[src/rtl/ofdm_eq_symbol_scheduler.sv]
// OFDM symbol scheduler: strips the cyclic prefix from a framed sample stream and
// forwards body subcarriers toward the equalizer with SOP/EOP, pilot and symbol tags.
module ofdm_eq_symbol_scheduler #(
    parameter int N_FFT         = 64,
    parameter int N_CP          = 16,
    parameter int PILOT_SPACING = 8,
    parameter int SYM_PER_FRAME = 14
) (
    input  logic        clock_clk,
    input  logic        reset_reset_n,
    input  logic [33:0] asi_in0_data,
    input  logic        asi_in0_valid,
    input  logic        asi_in0_startofpacket,
    output logic        asi_in0_ready,
    output logic [33:0] aso_out0_data,
    output logic        aso_out0_valid,
    input  logic        aso_out0_ready,
    output logic        aso_out0_startofpacket,
    output logic        aso_out0_endofpacket,
    output logic        coe_pilot,
    output logic [15:0] coe_sym_idx,
    output logic        coe_frame_done,
    output logic        coe_sop_err
);
    localparam int BMAX = (N_FFT > N_CP) ? N_FFT : N_CP;
    localparam int BW   = $clog2(BMAX);
    localparam int SW   = (SYM_PER_FRAME > 1) ? $clog2(SYM_PER_FRAME) : 1;

    localparam logic [BW-1:0] FFT_LAST = BW'(N_FFT - 1);
    localparam logic [BW-1:0] CP_LAST  = BW'(N_CP - 1);
    localparam logic [BW-1:0] PMASK    = BW'(PILOT_SPACING - 1);
    localparam logic [SW-1:0] SYM_LAST = SW'(SYM_PER_FRAME - 1);

    localparam logic [1:0] S_IDLE = 2'd0;
    localparam logic [1:0] S_CP   = 2'd1;
    localparam logic [1:0] S_BODY = 2'd2;

    logic [1:0]    state_q, state_d;
    logic [BW-1:0] beat_q, beat_d;
    logic [SW-1:0] sym_q, sym_d;
    logic          out_valid_q, out_valid_d;
    logic [33:0]   out_data_q, out_data_d;
    logic          out_sop_q, out_sop_d;
    logic          out_eop_q, out_eop_d;
    logic          out_pilot_q, out_pilot_d;
    logic [SW-1:0] out_sym_q, out_sym_d;
    logic          err_q, err_d;
    logic          in_ready;
    logic          accept;
    logic          frame_done;
    logic          sop_expected;

    always_comb begin
        in_ready = 1'b0;
        if (reset_reset_n) begin
            case (state_q)
                S_IDLE, S_CP: in_ready = 1'b1;
                S_BODY:       in_ready = !out_valid_q || aso_out0_ready;
                default:      in_ready = 1'b0;
            endcase
        end
    end

    assign accept = asi_in0_valid && in_ready;
    // SOP is only legitimate in IDLE or on the first CP beat after a completed symbol.
    assign sop_expected = (state_q == S_IDLE) || ((state_q == S_CP) && (beat_q == '0));

    always_comb begin
        state_d     = state_q;
        beat_d      = beat_q;
        sym_d       = sym_q;
        out_valid_d = out_valid_q;
        out_data_d  = out_data_q;
        out_sop_d   = out_sop_q;
        out_eop_d   = out_eop_q;
        out_pilot_d = out_pilot_q;
        out_sym_d   = out_sym_q;
        err_d       = err_q;
        frame_done  = 1'b0;

        if (aso_out0_ready) out_valid_d = 1'b0;

        if (accept) begin
            if (asi_in0_startofpacket) begin
                if (!sop_expected) err_d = 1'b1;
                sym_d = '0;
                if (N_CP == 1) begin
                    state_d = S_BODY;
                    beat_d  = '0;
                end else begin
                    state_d = S_CP;
                    beat_d  = BW'(1);
                end
            end else begin
                case (state_q)
                    S_CP: begin
                        if (beat_q == CP_LAST) begin
                            state_d = S_BODY;
                            beat_d  = '0;
                        end else begin
                            beat_d = beat_q + BW'(1);
                        end
                    end
                    S_BODY: begin
                        out_valid_d = 1'b1;
                        out_data_d  = asi_in0_data;
                        out_sop_d   = (beat_q == '0);
                        out_eop_d   = (beat_q == FFT_LAST);
                        out_pilot_d = ((beat_q & PMASK) == '0);
                        out_sym_d   = sym_q;
                        if (beat_q == FFT_LAST) begin
                            beat_d = '0;
                            if (sym_q == SYM_LAST) begin
                                state_d    = S_IDLE;
                                sym_d      = '0;
                                frame_done = 1'b1;
                            end else begin
                                state_d = S_CP;
                                sym_d   = sym_q + SW'(1);
                            end
                        end else begin
                            beat_d = beat_q + BW'(1);
                        end
                    end
                    default: ;
                endcase
            end
        end
    end

    always_ff @(posedge clock_clk) begin
        if (!reset_reset_n) begin
            state_q     <= S_IDLE;
            beat_q      <= '0;
            sym_q       <= '0;
            out_valid_q <= 1'b0;
            out_data_q  <= '0;
            out_sop_q   <= 1'b0;
            out_eop_q   <= 1'b0;
            out_pilot_q <= 1'b0;
            out_sym_q   <= '0;
            err_q       <= 1'b0;
        end else begin
            state_q     <= state_d;
            beat_q      <= beat_d;
            sym_q       <= sym_d;
            out_valid_q <= out_valid_d;
            out_data_q  <= out_data_d;
            out_sop_q   <= out_sop_d;
            out_eop_q   <= out_eop_d;
            out_pilot_q <= out_pilot_d;
            out_sym_q   <= out_sym_d;
            err_q       <= err_d;
        end
    end

    assign asi_in0_ready          = in_ready;
    assign aso_out0_data          = out_data_q;
    assign aso_out0_valid         = out_valid_q;
    assign aso_out0_startofpacket = out_sop_q;
    assign aso_out0_endofpacket   = out_eop_q;
    assign coe_pilot              = out_pilot_q;
    assign coe_sym_idx            = 16'(out_sym_q);
    assign coe_frame_done         = frame_done;
    assign coe_sop_err            = err_q;
endmodule

[config.mk]
export PLATFORM = sky130hd
export DESIGN_NAME = ofdm_eq_symbol_scheduler
export DESIGN_NICKNAME = d
export VERILOG_FILES = /design/src/rtl/ofdm_eq_symbol_scheduler.sv
export SDC_FILE = /design/constraint.sdc
export NUM_CORES = 1
export LEC_CHECK = 0
export CAP_MARGIN = 10
export CORE_AREA = 2 2 77 79
export CTS_BUF_LIST = sky130_fd_sc_hd__clkbuf_4 sky130_fd_sc_hd__clkbuf_8
export DETAILED_ROUTE_END_ITERATION = 8
export DIE_AREA = 0 0 79 81
export PLACE_DENSITY_LB_ADDON = 0.25
export SLEW_MARGIN = 15
export SYNTH_ARGS = -nofsm -noshare
export SYNTH_HDL_FRONTEND = slang
export SYNTH_SLANG_ARGS = --single-unit
[constraint.sdc]
create_clock -name clock_clk -period 4.7 [get_ports clock_clk]
set_input_delay 1.41 -clock clock_clk [delete_from_list [all_inputs] [get_ports clock_clk]]
set_output_delay 1.41 -clock clock_clk [all_outputs]
set_load 0.03 [all_outputs]
* Yosys cells after proc, flatten, opt, wreduce, memory -nomap -nowiden *
Cells that the tools add are included.

storage, ports and cells
  register bits after elaboration = 55
  input port bits = 39
  output and inout port bits = 57
  word-level logic and storage cells = 62

operators by class
  add/sub/neg operators = 2
  eq/ne operators = 7
  mux-type cells = 24
  bitwise logic cells = 2
  reduce and logical (&&, ||, !) cells = 17

operators by type and width
  cell                                                                   count
  6-bit two-way mux                                                      3
  4-bit two-way mux                                                      4
  6-bit logical NOT                                                      2
  6-bit case mux with 2 select lines                                     1
  1-bit two-way mux                                                      11
  3-bit AND reduction                                                    3
  6-bit by 1-bit adder with 6-bit output, second input constant          1
  6-bit by 4-bit equality test with 1-bit output, second input constant  1
  6-bit equality test, second input constant                             1
  2-bit two-way mux                                                      3
  4-bit by 1-bit adder with 4-bit output, second input constant          1
  4-bit equality test, second input constant                             1
  2-bit case mux with 2 select lines                                     1
  4-bit AND reduction                                                    1
  2-bit nonzero test                                                     2
  3-bit by 2-bit != test with 1-bit output, second input constant        1
  3-bit != test, second input constant                                   1
  3-bit nonzero test                                                     1
  2-bit by 1-bit equality test with 1-bit output, second input constant  1
  2-bit equality test, second input constant                             1
  1-bit logical AND                                                      2
  2-bit logical NOT                                                      1
  1-bit logical OR                                                       2
  1-bit NOT                                                              2
  other kinds (4)                                                        4

* Longest topological paths before layout *
Gate-level depths: netlist of run 1.

  depth after elaboration = 6
  gate-level depth with buffers = 7

* Worst setup path after synthesis of run 1 *
OpenSTA, ideal clock, no wires.

  kind = input-to-output
  start point = input reset_reset_n
  end point = output coe_frame_done
  data arrival time = 3344 ps
  required time = 3290 ps
  slack = -54 ps
  stages on the path = 6
  buffers on the path = 3
  cell sequence = buf_4 nand2_1 or4_1 buf_2 buf_6 nor4_1

between the ends
  word-level cells in the longest chain between the ends = 3

ends and longest elaborated chain
  what               line  text
  from (decl)        10    input logic reset_reset_n,
  1-bit two-way mux  55    if (reset_reset_n) begin
  1-bit logical AND  64    assign accept = asi_in0_valid && in_ready;
  1-bit two-way mux  83    if (accept) begin
  to (decl)          22    output logic coe_frame_done,

No other way between the ends.

* Worst setup path in the final report of run 1 *
  start point = input aso_out0_ready
  end point = output coe_frame_done

between the ends
  word-level cells in the longest chain between the ends = 5

ends and longest elaborated chain
  what                                line  text
  from (decl)                         17    input logic aso_out0_ready,
  1-bit logical OR                    58    S_BODY: in_ready = !out_valid_q || aso_out0_ready;
  1-bit case mux with 2 select lines  56    case (state_q)
  1-bit two-way mux                   55
  1-bit logical AND                   64
  1-bit two-way mux                   83

No other way between the ends.

==> results of run 1 <==
routing by layer:
metal | wire [um] | vias to the layer above
met2 | 2360 | 74
met1 | 2520 | 957
met4 | 49 | 0
met3 | 366 | 6
met5 | 0 | -
li1 | - | 1106
through the flow:
stage	total power (W)	area [um2]	util (%)
2_1_floorplan	0.000537	2500	-
3_3_place_gp	0.000572	3270	57.7
3_5_place_dp	0.000572	3270	57.7
4_1_cts	0.000853	3380	59.5
5_1_grt	0.000882	3380	59.5
6_report	0.000844	3380	59.5
logic make-up (layout without fill, tap and decap cells):
family                   count (synthesis)  count (layout)  share of synthesized area [%]
other                                    1              12                          0.153
adder cells (fa/ha/maj)                  4               4                           2.04
buffers and inverters                   36             101                           8.37
multiplexers                             1               1                          0.408
flip-flops                              55              55                           44.9
AND/OR/NAND/NOR                        132             132                           23.9
AO/OA/AOI/OAI                           65              65                           19.2
XOR/XNOR                                 3               3                           1.07
cell type report:
type                    instances  area share, %
multi-input cells             217           35.5
flip-flops and latches         55           32.6
repair buffers                 87           25.3
clock buffers                   8           3.08
well taps                      75           2.78
inverters                       6          0.667
sequential cells by signal, indices dropped and copies added, names as in the netlist:
| signal | cells |
|---|---|
| out_sym_q | 4 |
| aso_out0_data | 34 |
| state_q | 2 |
| coe_sop_err | 1 |
| coe_pilot | 1 |
| sym_q | 4 |
| aso_out0_valid | 1 |
| aso_out0_startofpacket | 1 |
| beat_q | 6 |
| aso_out0_endofpacket | 1 |
worst paths after layout:
kind | slack (ps) | cells past startpoint | endpoint
setup reg to reg | 2580 | 6 | sym_q[1]
hold / removal | 450 | 2 | aso_out0_data[3]
setup / recovery | 200 | 5 | coe_frame_done
hold reg to reg | 450 | 2 | aso_out0_data[3]
power breakdown:
| part | internal (W) | switching [W] |
|---|---|---|
| logic | 0.0000452 | 0.0000428 |
| registers | 0.000469 | 0.00000407 |
| clock network | 0.000141 | 0.000142 |
| total | 0.000655 | 0.000189 |
placed cells by master (no fill, tap or decap), types with 3 or more instances in the layout:
master / synthesis / final
nand3_1: 6 / 6
clkdlybuf4s50_1: 0 / 81
nand2b_1: 3 / 3
o21a_1: 4 / 4
or3_1: 3 / 3
nor2b_1: 4 / 4
clkbuf_8: 0 / 7
a21boi_1: 39 / 39
inv_1: 6 / 6
xnor2_1: 3 / 3
o21ai_0: 8 / 8
nor2_1: 12 / 12
ha_1: 4 / 4
buf_4: 13 / 6
dfxtp_1: 55 / 55
conb_1: 1 / 12
nand2_1: 85 / 85
a21oi_1: 6 / 6
nor3_1: 3 / 3
critical path, stage by stage:
cell             delay [ps]
clkdlybuf4s50_1         530
nor2b_1                 110
or4_1                   560
nor4_2                  270
buf_4                   200
==> impl_metrics.env, run 1 <==
export IMPL_final_cell_count_no_fill=448
export IMPL_cts_tree="yes"
export IMPL_ys_ff_latch=55
export IMPL_timing_rr_start="state_q[1]"
export IMPL_fmaxAchievable_ghz=0.222
export IMPL_dr_first_iter_drc_count=82
export IMPL_n_fill_cell=542
export IMPL_synth_area_per_cell_um2=8.26
export IMPL_hp_class="reg -> reg"
export IMPL_yosysMostFrequentCell="nand2_1"
export IMPL_synth_area_leaders="dfxtp_1 45%, nand2_1 13%, a21boi_1 12%"
export IMPL_die_area_um2=6400
export IMPL_met3_usage_pct=3.22
export IMPL_hold_buffers=0
export IMPL_synth_main_ff_cell="dfxtp_1"
export IMPL_initial_core_util_pct=43.2
export IMPL_yosys_warnings=0
export IMPL_syn_inst=297
export IMPL_cts_resized_gates=0
export IMPL_cp_data_required_time_ps=3290
export IMPL_grtUsageTotal_pct=16.6
export IMPL_start_kind="input pin"
export IMPL_cap_viol_max_count=0
export IMPL_yosysTopAreaCellShare_pct=44.9
export IMPL_clk_latency_ps=300
export IMPL_power_density_nw_per_um2=250
export IMPL_vias=2143
export IMPL_grt_pass1_vias=1966
export IMPL_synth_edf_count=0
export IMPL_coreArea_um2=5680
export IMPL_setup_tns_ps=0
export IMPL_status="finished, final reports clean"
export IMPL_grt_first_pass_wirelength_mm=8.65
export IMPL_crit_type="in -> out"
export IMPL_leakage_nw=1.17
export IMPL_cts_root_buffer="clkbuf_8"
export IMPL_die_w_um=79
export IMPL_routed_wl_mm=5.30
export IMPL_setup_viol=0
export IMPL_post_cts_buffers=0
export IMPL_synth_largest_area_cell="dfxtp_1"
export IMPL_fin_nets=415
export IMPL_grt_max_degree=54
export IMPL_seq_area_frac_synth_pct=44.9
export IMPL_maxSlewViolCount=0
export IMPL_hp_start="aso_out0_data[3]"
export IMPL_multi_input_area_um2=1200
export IMPL_critPathMaxFanout=4
export IMPL_drive_above_1_share_pct=5.90
export IMPL_first_pass_iters=4
export IMPL_postRouteAntennaNets=0
export IMPL_met1_usage_pct=21.2
export IMPL_drc=0
export IMPL_drt_vias_per_instance=4.78
export IMPL_antenna_cells=0
export IMPL_fin_crit_ps=4500
export IMPL_drt_wirelength_per_cell_um=11.8
export IMPL_place_inst=440
export IMPL_globalplace_congestion=0.884
export IMPL_synthTopCellsByCount="85 x nand2_1, 55 x dfxtp_1, 39 x a21boi_1, 13 x buf_4, 12 x nor2_1"
export IMPL_clk_path_buf_depth=2
export IMPL_row_count=28
export IMPL_finClkSkew_ps=5.75
export IMPL_antenna_found_initial=0
export IMPL_cts_buffers=5
export IMPL_cp_data_arrival_time_ps=3090
export IMPL_boundaryPins=96
export IMPL_top_usage_layer="met2"
export IMPL_cts_sinks=55
export IMPL_async_flop_share_pct=0
export IMPL_max_vdd_ir_drop_uv=157
export IMPL_hold_viol_final=0
export IMPL_synth_cell_types=38
export IMPL_startpoint="aso_out0_ready"
export IMPL_post_dp_hpwl_mm=3.59
export IMPL_port_buffers=83
export IMPL_period_share_pct=95.7
export IMPL_netlist_area_um2=2450
export IMPL_gr_usage_met2_pct=28.3
export IMPL_regArea_um2=1100
export IMPL_syn_to_final_growth_pct=37.7
export IMPL_cts_max_level=2
export IMPL_rsz0062_at_grt="false"
export IMPL_endpoint_kind="output pin"
export IMPL_grt_overflow_total=0
export IMPL_cts_reportedPaths_clkPinSlew_ps=90
export IMPL_finalWorstSetupSlack_ps=201
export IMPL_dpl_worst_slack_ps=207
export IMPL_whs_ps=454
export IMPL_die_h_um=81
Note: power is estimated with default switching activity, not from simulation.
==> run 2: changes to the inputs <==
- GPL_TIMING_DRIVEN: default -> 1
==> results of run 2 <==
No change in the layout: final DEF, timing and power equal those of run 1.
